**src/rtl/circ_331a_sweep_if.sv**
```systemverilog
`default_nettype none
// ============================================================================
//  Module      : circ_331a_sweep_if
//  Description : Handshake/result bundle between the truth-table sweeper and
//                its environment. The master side issues start and returns F
//                from the circuit under check. The slave side (the sweeper)
//                drives the minterm and reports the results.
//  Revision    : 1.0  initial release
// ============================================================================
interface circ_331a_sweep_if;
    logic        start;
    logic        F;
    logic        A;
    logic        B;
    logic        C;
    logic        D;
    logic        busy;
    logic        done;
    logic        pass;
    logic [15:0] tt;
    logic [4:0]  mismatch_cnt;
    logic [3:0]  first_bad;

    modport master (
        output start, F,
        input  A, B, C, D, busy, done, pass, tt, mismatch_cnt, first_bad
    );

    modport slave (
        input  start, F,
        output A, B, C, D, busy, done, pass, tt, mismatch_cnt, first_bad
    );
endinterface
`default_nettype wire

```
**src/rtl/circ_331a_sweep.sv**
```systemverilog
`default_nettype none
// ============================================================================
//  Module      : circ_331a_sweep
//  Description : Sequential truth-table sweeper. Drives all 16 minterms onto
//                A..D, samples F after SETTLE extra cycles per minterm,
//                builds the truth table and compares it with EXPECTED.
//  Revision    : 1.0  initial release
// ============================================================================
module circ_331a_sweep #(
    parameter logic [15:0] EXPECTED = 16'hF830,
    parameter int unsigned SETTLE   = 1
) (
    input  wire logic         clk,
    input  wire logic         rst,
    circ_331a_sweep_if.slave  sw_io
);

    localparam logic [3:0] c_SETTLE = 4'(SETTLE);

    typedef enum logic [1:0] {
        S_IDLE  = 2'd0,
        S_DRIVE = 2'd1,
        S_DONE  = 2'd2
    } state_t;

    state_t      state_q, state_d;
    logic [3:0]  mt_q, mt_d;       // current minterm; also drives A..D
    logic [3:0]  cnt_q, cnt_d;     // settle counter 0..SETTLE
    logic [15:0] tt_q, tt_d;
    logic [4:0]  mis_q, mis_d;
    logic [3:0]  fb_q, fb_d;
    logic        pass_q, pass_d;
    logic        w_bad;

    // State and datapath registers; reset clears every visible result at once
    always_ff @(posedge clk or posedge rst) begin
        if (rst) begin
            state_q <= S_IDLE;
            mt_q    <= 4'd0;
            cnt_q   <= 4'd0;
            tt_q    <= 16'd0;
            mis_q   <= 5'd0;
            fb_q    <= 4'd0;
            pass_q  <= 1'b0;
        end else begin
            state_q <= state_d;
            mt_q    <= mt_d;
            cnt_q   <= cnt_d;
            tt_q    <= tt_d;
            mis_q   <= mis_d;
            fb_q    <= fb_d;
            pass_q  <= pass_d;
        end
    end

    // Next-state and datapath update for the sweep sequence
    always_comb begin
        state_d = state_q;
        mt_d    = mt_q;
        cnt_d   = cnt_q;
        tt_d    = tt_q;
        mis_d   = mis_q;
        fb_d    = fb_q;
        pass_d  = pass_q;
        w_bad   = (sw_io.F != EXPECTED[mt_q]);

        case (state_q)
            S_IDLE: begin
                if (sw_io.start) begin
                    state_d = S_DRIVE;
                    mt_d    = 4'd0;
                    cnt_d   = 4'd0;
                    tt_d    = 16'd0;
                    mis_d   = 5'd0;
                    fb_d    = 4'd0;
                    pass_d  = 1'b0;
                end
            end
            S_DRIVE: begin
                if (cnt_q == c_SETTLE) begin
                    tt_d[mt_q] = sw_io.F;
                    if (w_bad) begin
                        mis_d = mis_q + 5'd1;
                        if (mis_q == 5'd0) begin
                            fb_d = mt_q;
                        end
                    end
                    cnt_d = 4'd0;
                    if (mt_q == 4'd15) begin
                        // Leave the minterm at 0 so A..D idle low in DONE
                        state_d = S_DONE;
                        mt_d    = 4'd0;
                        pass_d  = (tt_d == EXPECTED);
                    end else begin
                        mt_d = mt_q + 4'd1;
                    end
                end else begin
                    cnt_d = cnt_q + 4'd1;
                end
            end
            S_DONE: begin
                state_d = S_IDLE;
            end
            default: begin
                state_d = S_IDLE;
            end
        endcase
    end

    assign sw_io.A            = mt_q[3];
    assign sw_io.B            = mt_q[2];
    assign sw_io.C            = mt_q[1];
    assign sw_io.D            = mt_q[0];
    assign sw_io.busy         = (state_q == S_DRIVE);
    assign sw_io.done         = (state_q == S_DONE);
    assign sw_io.pass         = pass_q;
    assign sw_io.tt           = tt_q;
    assign sw_io.mismatch_cnt = mis_q;
    assign sw_io.first_bad    = fb_q;

endmodule
`default_nettype wire

```
**src/flat_wrapper.sv**
```systemverilog
// flat-port wrapper written by rule: the top's interface ports become plain ports
module circ_331a_sweep_flat 
#(
    parameter logic [15:0] EXPECTED = 16'hF830,
    parameter int unsigned SETTLE   = 1
)
  (clk, rst, sw_io_start, sw_io_F, sw_io_A, sw_io_B, sw_io_C, sw_io_D, sw_io_busy, sw_io_done, sw_io_pass, sw_io_tt, sw_io_mismatch_cnt, sw_io_first_bad);
  circ_331a_sweep_if sw_io_i ();
  input  wire logic clk;
  input  wire logic rst;
  input wire logic [$bits(sw_io_i.start)-1:0] sw_io_start;
  input wire logic [$bits(sw_io_i.F)-1:0] sw_io_F;
  output wire logic [$bits(sw_io_i.A)-1:0] sw_io_A;
  output wire logic [$bits(sw_io_i.B)-1:0] sw_io_B;
  output wire logic [$bits(sw_io_i.C)-1:0] sw_io_C;
  output wire logic [$bits(sw_io_i.D)-1:0] sw_io_D;
  output wire logic [$bits(sw_io_i.busy)-1:0] sw_io_busy;
  output wire logic [$bits(sw_io_i.done)-1:0] sw_io_done;
  output wire logic [$bits(sw_io_i.pass)-1:0] sw_io_pass;
  output wire logic [$bits(sw_io_i.tt)-1:0] sw_io_tt;
  output wire logic [$bits(sw_io_i.mismatch_cnt)-1:0] sw_io_mismatch_cnt;
  output wire logic [$bits(sw_io_i.first_bad)-1:0] sw_io_first_bad;
  assign sw_io_i.start = sw_io_start;
  assign sw_io_i.F = sw_io_F;
  assign sw_io_A = sw_io_i.A;
  assign sw_io_B = sw_io_i.B;
  assign sw_io_C = sw_io_i.C;
  assign sw_io_D = sw_io_i.D;
  assign sw_io_busy = sw_io_i.busy;
  assign sw_io_done = sw_io_i.done;
  assign sw_io_pass = sw_io_i.pass;
  assign sw_io_tt = sw_io_i.tt;
  assign sw_io_mismatch_cnt = sw_io_i.mismatch_cnt;
  assign sw_io_first_bad = sw_io_i.first_bad;
  circ_331a_sweep #(.EXPECTED(EXPECTED), .SETTLE(SETTLE)) u_core (.clk(clk), .rst(rst), .sw_io(sw_io_i));
endmodule
```
**config.mk**
```make
export PLATFORM = sky130hd
export DESIGN_NAME = circ_331a_sweep_flat
export DESIGN_NICKNAME = d
export VERILOG_FILES = /design/src/rtl/circ_331a_sweep_if.sv /design/src/rtl/circ_331a_sweep.sv /design/src/flat_wrapper.sv
export SDC_FILE = /design/constraint.sdc
export NUM_CORES = 1
export LEC_CHECK = 0
export ABC_AREA = 0
export BUFFER_PORTS_ARGS = -buffer_cell sky130_fd_sc_hd__buf_4
export CAP_MARGIN = 20
export CORE_UTILIZATION = 45
export CTS_BUF_LIST = sky130_fd_sc_hd__clkbuf_4 sky130_fd_sc_hd__clkbuf_8
export CTS_CLUSTER_SIZE = 20
export DETAILED_ROUTE_END_ITERATION = 10
export GPL_TIMING_DRIVEN = 0
export PLACE_DENSITY = 0.66
export SETUP_SLACK_MARGIN = 0.02
export SLEW_MARGIN = 20
export SYNTH_ARGS = -nofsm -noshare
export SYNTH_HDL_FRONTEND = slang
export SYNTH_SLANG_ARGS = --single-unit
```
**constraint.sdc**
```tcl
create_clock -name clk -period 3.2 [get_ports clk]
set_input_delay 0.16 -clock clk [delete_from_list [all_inputs] [get_ports clk]]
set_output_delay 0.16 -clock clk [all_outputs]
set_load 0.05 [all_outputs]
```
# Word level (Yosys, flattened, before mapping)
# Memories as Yosys holds them, arrays and structs flattened.
# Index checks and enable logic that the tools add are counted.
totals:
  latchBits: 0
  romBits: 16
  reg_bits: 36
  n_memories: 1
  inputBits: 4
  ramBits: 0
classes:
  n_addsub: 3
  muxes: 29
  bitwise_logic: 0
  n_reduce_logical: 10
  n_eq_ne: 11
  shift: 0
  order_cmp: 2
  multipliers: 0
  div: 0
mem_list:
  columns: ["name", "words", "word_bits", "rd", "rd_ports_with_merged_regs", "wr", "line", "source"]
  rows:
  - ["(no name shown)", 16, 1, 1, 0, 0, "circ_331a_sweep.sv:65", "w_bad = (sw_io.F != EXPECTED[mt_q]);"]
ops:
  columns: ["op", "n"]
  rows:
  - ["2-to-1 mux 16 bit", 2]
  - ["case mux 16 bit (2 select lines)", 1]
  - ["2-to-1 mux 4 bit", 7]
  - ["case mux 4 bit (2 select lines)", 3]
  - ["bitwise mux 16 bit", 1]
  - ["equality test 16 bit (second input constant)", 1]
  - ["2-to-1 mux 5 bit", 3]
  - ["case mux 5 bit (2 select lines)", 1]
  - ["adder 4 x 1 -> 4 bit (second input constant)", 2]
  - ["inequality test 2 x 1 -> 1 bit (second input constant)", 4]
  - ["AND reduction 4 bit", 2]
  - ["2-to-1 mux 2 bit", 3]
  - ["AND reduction 3 bit", 2]
  - ["adder 5 x 1 -> 5 bit (second input constant)", 1]
  - ["logical NOT 5 bit", 1]
  - ["< comparator 4 x 5 -> 1 bit (second input constant)", 1]
  - ["2-to-1 mux 1 bit", 5]
  - ["AND reduction 5 bit", 1]
  - ["demux 1 bit (select 4 bit)", 1]
  - ["equality test 4 x 1 -> 1 bit (second input constant)", 1]
  - ["equality test 4 bit (second input constant)", 1]
  - [">= comparator 4 x 1 -> 1 bit (second input constant)", 1]
  - ["case mux 2 bit (2 select lines)", 1]
  - ["equality test 2 x 1 -> 1 bit (second input constant)", 1]
  - ["other kinds (8)", 8]

# Logic depth before layout (Yosys ltp)
# Gate-level depths: netlist of the first run.
depth:
  word_depth: 9
  depth_mapped: 9

# Worst setup path before layout of the first run
# Ideal clock, no wire load.
synth_path:
  path_type: "register -> register"
  from: "reg u_core.mt_q[1]"
  to: "reg u_core.mis_q[3], in the netlist u_core.sw_io.mismatch_cnt[3]"
  period_less_slack_ps: 2493
  path_buffers: 1
  setup_time_ps: 144
  t_arrival_ps: 2348
  path_slack_ps: 707
  t_required_ps: 3056
  path_stages_with_launch: 10
  path_cell_list: "dfrtp_1 ha_1 clkbuf_1 inv_1 ha_1 nor2b_1 o21bai_1 a31oi_2 a31o_2 a21oi_1"
synth_via:
  elab_chain_len: 5
synth_rtl:
  columns: ["item", "line", "source"]
  rows:
  - ["start, declared", "circ_331a_sweep.sv:27", "logic [3:0] mt_q, mt_d;"]
  - ["start signal, assigned", "circ_331a_sweep.sv:47", "mt_q <= mt_d;"]
  - ["memory read (16 x 1 bit)", null, null]
  - ["2-to-1 mux 1 bit (implied by the code)", "circ_331a_sweep.sv:65", null]
  - ["inequality test 1 bit", "circ_331a_sweep.sv:65", null]
  - ["inequality test 2 x 1 -> 1 bit (no source line)", null, null]
  - ["AND reduction 4 bit (no source line)", null, null]
  - ["end signal, assigned", "circ_331a_sweep.sv:50", "mis_q <= mis_d;"]
  - ["end, declared", "circ_331a_sweep.sv:30", "logic [4:0] mis_q, mis_d;"]
# No other way between the ends. The select of a mux whose other input is x is not followed.
# A chain may end at the register's enable or synchronous reset.

# Worst setup path after layout of the first run
layout_path:
  from: "reg u_core.mt_q[0]"
  to: "reg u_core.mis_q[4], in the netlist u_core.sw_io.mismatch_cnt[4]"
# Same word-level chain as after synthesis.

==> implementation parameters, run 1 <==
Parameter                              Value

Final layout
  Fraction of final layout cells with drive strength greater than 1 ... 19.9%
  Utilization after layout ... 58.4%
  Area grow syn2layout ... 20.7%
  Area occupied by registers ... 901 um2
  Area used by multi-input combinational logic ... 1150 um2
  Count of fill cells added during filler insertion ... 424
  Count of antenna diodes in the layout ... 0
  Number of nets at the end of the flow ... 304

CTS
  TritonCTS clock tree ... done
  Maximum clock insertion buffer count ... 2
  Root buffer selected by CTS ... clkbuf_8
  Setup repair bufs after CTS ... 0
  Clock latency on the worst-skew pair ... 0.30 ns
  Cts repair resizes ... 0
  Number of levels the H-tree was split into ... 2
  Reg clk slew, reported paths ... 0.08 ns
  Hold-fix buffers, CTS ... 1
  Number of clock buffers inserted by TritonCTS ... 5
  TritonCTS Sinks ... 36

STA
  Maximum clock rate ... 0.388 GHz
  Headroom to the max-slew limit ... 57.9%
  Transition time of the tightest slew-check pin ... 0.630 ns
  Post-route setup slack ... 0.621 ns
  Post-route fraction of the period consumed by the critical path ... 80.6%
  RSZ-0062 raised after global routing ... no
  Pins over their slew limit ... 0
  Final Hold Fails ... 0
  Skew final ... 0.00676 ns
  Final critical-path required period ... 2.58 ns
  Final setup fails ... 0
  Setup TNS ... 0 ns

Drt
  Vias per inst ... 5.72
  Remaining DRCs ... 0
  Remaining number of nets flagged by the antenna check after routing ... 0
  Detailed-route wire length ... 5.37 mm
  Post-detailed-route wirelength per cell ... 15.7 um
  Vias post-DR ... 1962
  DRT iter0 DRCs ... 79
  Pre-antenna DRT Iters ... 4

Worst setup path
  Worst path arrival time ... 2.74 ns
  R2R cell count ... 9
  Startpoint kind of the worst setup timing path ... register
  Critical path endpoint category ... register
  Critical path data required time ... 3.36 ns
  Category of the most critical setup path ... reg -> reg
  Highest fanout seen on the critical path ... 10

Global routing
  GRT overflow ... 0
  Overall track demand over capacity in global routing ... 22.7%
  Wire length of the first global-routing pass ... 8.93 mm
  Largest net degree at the start of global routing ... 34
  Initial antenna violation count ... 0
  Number of global-route vias before repair ... 1816

Logic synthesis
  Proportion of synthesized chip area in sequential cells ... 41.3%
  Post-synthesis instance area ... 2180 um2
  Net count after synthesis ... 260
  Top flip-flop cell by instance count after synthesis ... dfrtp_1
  Dominant cell type by area after synthesis ... dfrtp_1
  Number of synthesized flops with an enable pin ... 0
  Post-synthesis cell type count ... 48
  Top cells by instance count after synthesis ... 36 x dfrtp_1, 36 x o21ai_0, 23 x nand2_1, 17 x a21oi_1, 16 x inv_1
  Fraction of synthesized cell area taken by the top area cell type ... 41.3%
  FFs w/ async S/R, synth ... 100%
  Yosys synthesis warning count ... 0
  Count of state elements after synthesis ... 36
  Per-instance average area after synthesis ... 8.87 um2
  Largest cells by area after synthesis ... dfrtp_1 41%, o21ai_0 8.3%, ha_1 5.7%
  Count of mapped cells out of synthesis ... 246

Pwr
  Leakage dissipation ... 1.24 nW
  P per Cell Area ... 1010 nW/um2
  Peak supply drop ... 0.502 mV

Floorplan
  Starting Density ... 48.4%
  Die Ht ... 71.6 um
  Top-level port count ... 36
  Standard-cell row count ... 24
  Total die area ... 5130 um2
  Die outline width ... 71.6 um
  Core region area ... 4500 um2

Placed design
  HPWL after DPL ... 3.87 mm
  Placer's final routability congestion estimate ... 0.898
  Worst Setup Slack post-DPL ... 0.612 ns
  Buffers added on ports ... 35

Run status
  Run status ... complete, no violations

Min path
  Worst min path class ... in -> reg
  Worst Hold Depth ... 4

Job
  Max-capacitance violation count ... 0
[through the flow]
stage                     std cells  instance area (um2)  hold slack, ns  power [mW]
after global placement          333                 2510           0.491        2.31
after detailed placement        334                 2530          0.0423        2.33
after CTS                       343                 2630           0.247        2.68
final                           343                 2630           0.246        2.67
after floorplan                 246                 2180           0.327        1.89
after global routing            343                 2630           0.283        2.86
[power by group]
part | switching [mW] | internal (mW)
Clock | 0.171 | 0.172
Sequential | 0.176 | 0.613
Combinational | 1.04 | 0.501
[final cells by class]
cell class	count	area share [%]
Timing Repair Buffer	37	11.1
Multi-Input combinational cell	179	43.8
Tap cell	52	2.47
Clock inverter	2	0.380
Sequential cell	36	34.2
Clock buffer	6	3.14
Buffer	14	2.43
Inverter	17	2.43
[flip-flops by register name (all words and copies together) (netlist names)]
name and cells:
u_core.cnt_q 4, u_core.sw_io.mismatch_cnt 5, u_core.sw_io.tt 16, u_core.mt_q 4
u_core.sw_io.first_bad 4, u_core.state_q 2, u_core.sw_io.pass 1
[critical path: stages (launching register included)]
cell	delay, ns
dfrtp_1	0.49
ha_1	0.19
clkbuf_1	0.34
inv_1	0.15
ha_1	0.21
nor2b_1	0.23
o21bai_1	0.15
a31oi_2	0.40
a31o_2	0.22
a21oi_1	0.05
[worst paths after layout]
path | from | endpoint | slack [ns]
setup / recovery | u_core.mt_q[0]$_DFFE_PP0P_ | u_core.sw_io.mismatch_cnt[4]$_DFFE_PP0P_ | 0.62
hold / removal | sw_io_start | u_core.cnt_q[1]$_DFFE_PP0P_ | 0.25
setup reg to reg | u_core.mt_q[0]$_DFFE_PP0P_ | u_core.sw_io.mismatch_cnt[4]$_DFFE_PP0P_ | 0.62
hold reg to reg | u_core.sw_io.first_bad[0]$_DFFE_PP0P_ | u_core.sw_io.first_bad[0]$_DFFE_PP0P_ | 0.51
max in group asynchronous | rst | u_core.sw_io.tt[11]$_DFFE_PP0P_ | 2.53
min in group asynchronous | rst | u_core.cnt_q[1]$_DFFE_PP0P_ | 0.28
[metal layers]
| metal | track usage [%] | wire (um) | vias up | share of wire, % |
|---|---|---|---|---|
| met3 | 5.06 | 242 | 11 | 4.5 |
| li1 | - | - | 971 | - |
| met4 | 9.59 | 111 | 0 | 2.1 |
| met5 | 0 | 0 | - | 0 |
| met2 | 34.8 | 2490 | 50 | 46 |
| met1 | 31.0 | 2530 | 930 | 47 |
[cell usage in the layout (no fill, tap or decap), types with 5 or more instances in the layout]
master / synthesis / routed
o21ai_0: 36 / 36
a21oi_1: 17 / 17
nand2_1: 23 / 23
nor3b_1: 5 / 5
mux2i_1: 6 / 6
ha_1: 10 / 10
dfrtp_1: 36 / 36
nor2b_1: 6 / 6
clkbuf_8: 0 / 6
inv_1: 16 / 15
nor2_1: 10 / 10
clkbuf_1: 7 / 7
buf_4: 1 / 36
nand3b_1: 6 / 6
buf_2: 6 / 6
[cell families after synthesis]
kind of cell,after synthesis,synth area share [%]
AOI/OAI and AO/OA,86,24.6
and+or+nand+nor,75,19.0
DFF,36,41.3
buffers and inverters,31,5.85
adders and majority gates,10,5.74
muxes,6,2.75
xor gates and xnor gates,2,0.803
(Power assumes the default switching activity.)
==> run 2, diff against run 1 <==
==> constraint.sdc (replaced) <==
create_clock -name clk -period 2.5 [get_ports clk]
set_input_delay 0.125 -clock clk [delete_from_list [all_inputs] [get_ports clk]]
set_output_delay 0.125 -clock clk [all_outputs]
set_load 0.05 [all_outputs]
==> implementation parameters, run 2 (synthesis results as in run 1) <==
Parameter                              Value

Pwr
  Proportion of power drawn by the clock network ... 14.8%
  Switching component of the power ... 1.79 mW
  Peak supply drop ... 0.713 mV
  Switching Share ... 50.8%
  Leakage dissipation ... 1.24 nW
  Proportion of power drawn by combinational gates ... 56.4%
  Sequential fraction of design power ... 28.8%
  P per Cell Area ... 1320 nW/um2
  Cell Int Power ... 1.73 mW

Placed design
  HPWL after DPL ... 3.90 mm
  Placer's final routability congestion estimate ... 0.900
  Worst Setup Slack post-DPL ... 0.00455 ns
  Buffers added on ports ... 35
  Count of placed standard cells including taps ... 334

CTS
  Setup repair bufs after CTS ... 0
  Root buffer selected by CTS ... clkbuf_8
  TritonCTS Sinks ... 36
  Clock latency on the worst-skew pair ... 0.29 ns
  Maximum clock insertion buffer count ... 2
  TritonCTS clock tree ... done
  Reg clk slew, reported paths ... 0.08 ns
  Number of clock buffers inserted by TritonCTS ... 5
  Number of levels the H-tree was split into ... 2

Global routing
  GRT overflow ... 0
  Overall track demand over capacity in global routing ... 22.0%
  Number of global-route vias before repair ... 1853
  Wire length of the first global-routing pass ... 8.85 mm
  Largest net degree at the start of global routing ... 34
  Initial antenna violation count ... 0

Floorplan
  Starting Density ... 48.4%
  Core region area ... 4500 um2
  Total die area ... 5130 um2
  Top-level port count ... 36
  Standard-cell row count ... 24
  Die Ht ... 71.6 um
  Die outline width ... 71.6 um

STA
  Headroom to the max-slew limit ... 54.2%
  Maximum clock rate ... 0.427 GHz
  Post-route fraction of the period consumed by the critical path ... 93.6%
  Final setup fails ... 0
  Final Hold Fails ... 0
  Pins over their slew limit ... 0
  Post-route setup slack ... 0.160 ns
  Skew final ... 0.00809 ns
  Transition time of the tightest slew-check pin ... 0.686 ns
  RSZ-0062 raised after global routing ... no
  Final critical-path required period ... 2.34 ns

Worst setup path
  Startpoint kind of the worst setup timing path ... register
  Critical path data required time ... 2.69 ns
  Critical path endpoint category ... register
  Highest fanout seen on the critical path ... 10
  Category of the most critical setup path ... reg -> reg
  Worst path arrival time ... 2.53 ns

Job
  Max-capacitance violation count ... 0

Drt
  Vias per inst ... 5.79
  Remaining number of nets flagged by the antenna check after routing ... 0
  Post-detailed-route wirelength per cell ... 15.7 um
  Vias post-DR ... 1973
  DRT iter0 DRCs ... 124
  Detailed-route wire length ... 5.35 mm
  Pre-antenna DRT Iters ... 4
  Remaining DRCs ... 0

Final layout
  Count of antenna diodes in the layout ... 0
  Max reg flops ... 16
  Number of standard cells in the layout, taps in and fillers out ... 341
  Utilization after layout ... 59.4%
  Number of nets at the end of the flow ... 302
  Area grow syn2layout ... 22.7%
  Fraction of final layout cells with drive strength greater than 1 ... 22.5%
  Commonest cells after routing, fill and taps aside ... 36 x buf_4, 36 x o21ai_0, 33 x dfrtp_1, 23 x nand2_1, 17 x a21oi_1

Min path
  Worst min path class ... in -> reg

Run status
  Run status ... complete, no violations
## run 2: cell types whose count changed in the layout (fill, tap and decap cells not counted), sizes merged
cell      previous run  this run
clkbuf              13        10
clkinv               3         2
clkinvlp             0         1
bufinv               0         1
## run 2: final timing paths
path | from | endpoint | slack [ns] | cells past startpoint
worst min register to register | u_core.sw_io.tt[5]$_DFFE_PP0P_ | u_core.sw_io.tt[5]$_DFFE_PP0P_ | 0.51 | 2
worst max-delay path | u_core.mt_q[2]$_DFFE_PP0P_ | u_core.sw_io.first_bad[1]$_DFFE_PP0P_ | 0.16 | 9
max in group asynchronous | rst | u_core.mt_q[2]$_DFFE_PP0P_ | 1.86 | 4
worst max register to register | u_core.mt_q[2]$_DFFE_PP0P_ | u_core.sw_io.first_bad[1]$_DFFE_PP0P_ | 0.16 | 9
min in group asynchronous | rst | u_core.cnt_q[1]$_DFFE_PP0P_ | 0.25 | 3
worst min-delay path | sw_io_start | u_core.cnt_q[0]$_DFFE_PP0P_ | 0.20 | 4
## run 2: power by group through the flow
stage | clock network (mW) | registers [mW] | logic, mW
floorplan | 0 | 1.58 | 0.837
global route | 0.558 | 1.05 | 2.14
global placement | 0 | 1.02 | 1.95
finish | 0.520 | 1.02 | 1.99
detailed placement | 0 | 1.03 | 1.96
CTS | 0.531 | 1.01 | 1.97
## run 2: through the flow
step           setup TNS (ns)  hold slack, ns  total power [mW]  area (um2)
2_1_floorplan               0           0.292              2.42        2180
3_3_place_gp          -0.0112           0.491              2.97        2510
3_5_place_dp                0         0.00920              2.99        2530
4_1_cts                     0           0.203              3.52        2650
5_1_grt                     0           0.226              3.75        2680
6_report                    0           0.200              3.53        2680
## run 2: layout make-up
type                    instances  area [um2]
plain buffers                  12        56.3
clock buffers                   5        68.8
clock inverters                 3        42.5
fillers                       427        1830
inverters                      17        63.8
multi-input cells             179        1180
flip-flops and latches         36         905
well taps                      52        65.1
repair buffers                 37         293
## run 2: repair_timing
| action | 4_1_cts | 5_1_grt |
|---|---|---|
| pin swaps | 0 | 1 |
| endpoints found under the setup margin | 3 | 10 |
| hold endpoints to repair | 36 | 0 |
| hold buffers | 1 | 0 |
| resized for setup | 0 | 6 |
## run 2: metal layers
metal	part of all wire, %	GRT usage, %
met3	5.0	4.36
met1	47	30.5
met4	0.77	5.45
met5	0	0
met2	48	35.6
## run 2: worst max-delay path, stage by stage, from the launching register on
cell     delay [ns]
dfrtp_2        0.43
buf_2          0.22
buf_2          0.25
inv_1          0.09
ha_1           0.20
nor2b_1        0.23
nor3_1         0.11
o21ai_0        0.24
a31oi_2        0.17
a22o_1         0.28
==> run 3, diff against run 2 <==
--- a/config.mk
+++ b/config.mk
@@ -13,7 +13,7 @@
 export CTS_CLUSTER_SIZE = 20
 export DETAILED_ROUTE_END_ITERATION = 10
 export GPL_TIMING_DRIVEN = 0
-export PLACE_DENSITY = 0.66
+export PLACE_DENSITY = 0.7
 export SETUP_SLACK_MARGIN = 0.02
 export SLEW_MARGIN = 20
 export SYNTH_ARGS = -nofsm -noshare
==> implementation parameters, run 3 (synthesis results as in run 1) <==
Parameter                              Value

Final layout
  Number of nets at the end of the flow ... 302
  Count of antenna diodes in the layout ... 0
  Fraction of final layout cells with drive strength greater than 1 ... 21.8%
  Area grow syn2layout ... 21.7%
  Count of fill cells added during filler insertion ... 412
  Max reg flops ... 16
  Number of standard cells in the layout, taps in and fillers out ... 341
  Commonest cells after routing, fill and taps aside ... 36 x buf_4, 36 x o21ai_0, 34 x dfrtp_1, 23 x nand2_1, 17 x a21oi_1

STA
  Final Hold Fails ... 0
  Pins over their slew limit ... 0
  Maximum clock rate ... 0.430 GHz
  Setup TNS ... 0 ns
  Final critical-path required period ... 2.32 ns
  Post-route fraction of the period consumed by the critical path ... 93.0%
  Headroom to the max-slew limit ... 54.3%
  Final setup fails ... 0
  Transition time of the tightest slew-check pin ... 0.685 ns
  Skew final ... 0.0116 ns
  RSZ-0062 raised after global routing ... no

Global routing
  Largest net degree at the start of global routing ... 25
  Number of global-route vias before repair ... 1871
  Initial antenna violation count ... 0
  Wire length of the first global-routing pass ... 9.12 mm
  Overall track demand over capacity in global routing ... 23.1%
  GRT overflow ... 0

CTS
  Root buffer selected by CTS ... clkbuf_8
  Setup repair bufs after CTS ... 0
  TritonCTS Sinks ... 36
  Number of levels the H-tree was split into ... 2
  Reg clk slew, reported paths ... 0.07 ns
  Clock latency on the worst-skew pair ... 0.30 ns
  Maximum clock insertion buffer count ... 2
  Number of clock buffers inserted by TritonCTS ... 5
  TritonCTS clock tree ... done

Placed design
  HPWL after DPL ... 3.97 mm
  Placer's final routability congestion estimate ... 0.832
  Buffers added on ports ... 35
  Count of placed standard cells including taps ... 334

Drt
  Post-detailed-route wirelength per cell ... 16.5 um
  Vias post-DR ... 2003
  Remaining number of nets flagged by the antenna check after routing ... 0
  Pre-antenna DRT Iters ... 4
  Vias per inst ... 5.87
  Remaining DRCs ... 0
  Detailed-route wire length ... 5.63 mm
  DRT iter0 DRCs ... 223

Floorplan
  Starting Density ... 48.4%
  Total die area ... 5130 um2
  Die outline width ... 71.6 um
  Standard-cell row count ... 24
  Top-level port count ... 36
  Core region area ... 4500 um2
  Die Ht ... 71.6 um

Worst setup path
  Top Family by Delay on Critical Path ... buffers and inverters
  WP buf/inv ... 3
  Category of the most critical setup path ... reg -> reg
  Highest fanout seen on the critical path ... 10
  Delay of the slowest cell on the worst path ... 0.44 ns
  Worst path arrival time ... 2.48 ns
  Most frequent cell on the critical path ... buf_2
  Startpoint kind of the worst setup timing path ... register
  List of cells traversed by the critical path ... buf_2, buf_2, inv_1, ha_1, nor2b_2, o21bai_1, a311oi_1, xnor2_1, nor2_1
  Critical path data required time ... 2.66 ns
  Slowest library cell on the worst path ... dfrtp_1
  Critical path endpoint category ... register

Pwr
  P per Cell Area ... 1310 nW/um2
  Peak supply drop ... 0.709 mV
  Leakage dissipation ... 1.24 nW

Job
  Max-capacitance violation count ... 0

Run status
  Run status ... complete, no violations

Min path
  Worst min path class ... in -> reg
## run 3: area by class of cell
cell class,instances,area [um2],share of cell area [%]
Clock buffer,8,97.6,3.68
Buffer,12,56.3,2.12
Tap cell,52,65.1,2.45
Inverter,17,63.8,2.40
Sequential cell,36,903,34.0
Timing Repair Buffer,37,293,11.0
Multi-Input combinational cell,179,1180,44.3
## run 3: what timing repair did
item	in CTS	in global routing
hold endpoints to repair	12	0
gates resized for setup	0	4
hold buffers	1	0
setup endpoints to repair	0	10
## run 3: layer usage
| layer | GRT usage [%] | up-vias | part of all wire (%) |
|---|---|---|---|
| met5 | 0 | - | 0 |
| met3 | 4.08 | 11 | 5.7 |
| met1 | 31.8 | 950 | 46 |
| met4 | 10.5 | 0 | 1.8 |
| li1 | - | 971 | - |
| met2 | 35.8 | 71 | 46 |
## run 3: per-stage QoR
step	power [mW]	instance area, um2	setup WS [ns]	utilization, %	hold WS (ns)
CTS	3.46	2640	0.0348	58.6	0.219
global placement	2.96	2510	0.0781	55.8	0.492
floorplan	2.42	2180	0.132	-	0.292
global route	3.68	2660	0.0589	58.9	0.278
detailed placement	2.99	2530	0.0374	56.2	0.0959
finish	3.48	2660	0.176	58.9	0.229
## run 3: worst register-to-register path: stages, from the launching register on
cell and delay, ns:
dfrtp_1 0.44, buf_2 0.25, buf_2 0.27, inv_1 0.09, ha_1 0.21, nor2b_2 0.18
o21bai_1 0.16, a311oi_1 0.38, xnor2_1 0.16, nor2_1 0.05
## run 3: path summary, 6_finish.rpt
path	start	to	slack (ns)	depth (start not counted)
setup / recovery	u_core.mt_q[2]$_DFFE_PP0P_	u_core.sw_io.mismatch_cnt[2]$_DFFE_PP0P_	0.18	9
hold / removal	sw_io_start	u_core.cnt_q[0]$_DFFE_PP0P_	0.23	4
setup reg to reg	u_core.mt_q[2]$_DFFE_PP0P_	u_core.sw_io.mismatch_cnt[2]$_DFFE_PP0P_	0.18	9
hold reg to reg	u_core.sw_io.first_bad[2]$_DFFE_PP0P_	u_core.sw_io.first_bad[2]$_DFFE_PP0P_	0.51	1
max in group asynchronous	rst	u_core.mt_q[0]$_DFFE_PP0P_	1.73	4
min in group asynchronous	rst	u_core.cnt_q[1]$_DFFE_PP0P_	0.34	3
## run 3: where the power goes
group	switching, mW	leakage [nW]	internal, mW
Combinational	1.36	0.718	0.651
Sequential	0.228	0.468	0.788
Clock	0.213	0.0523	0.247
Total	1.80	1.24	1.69
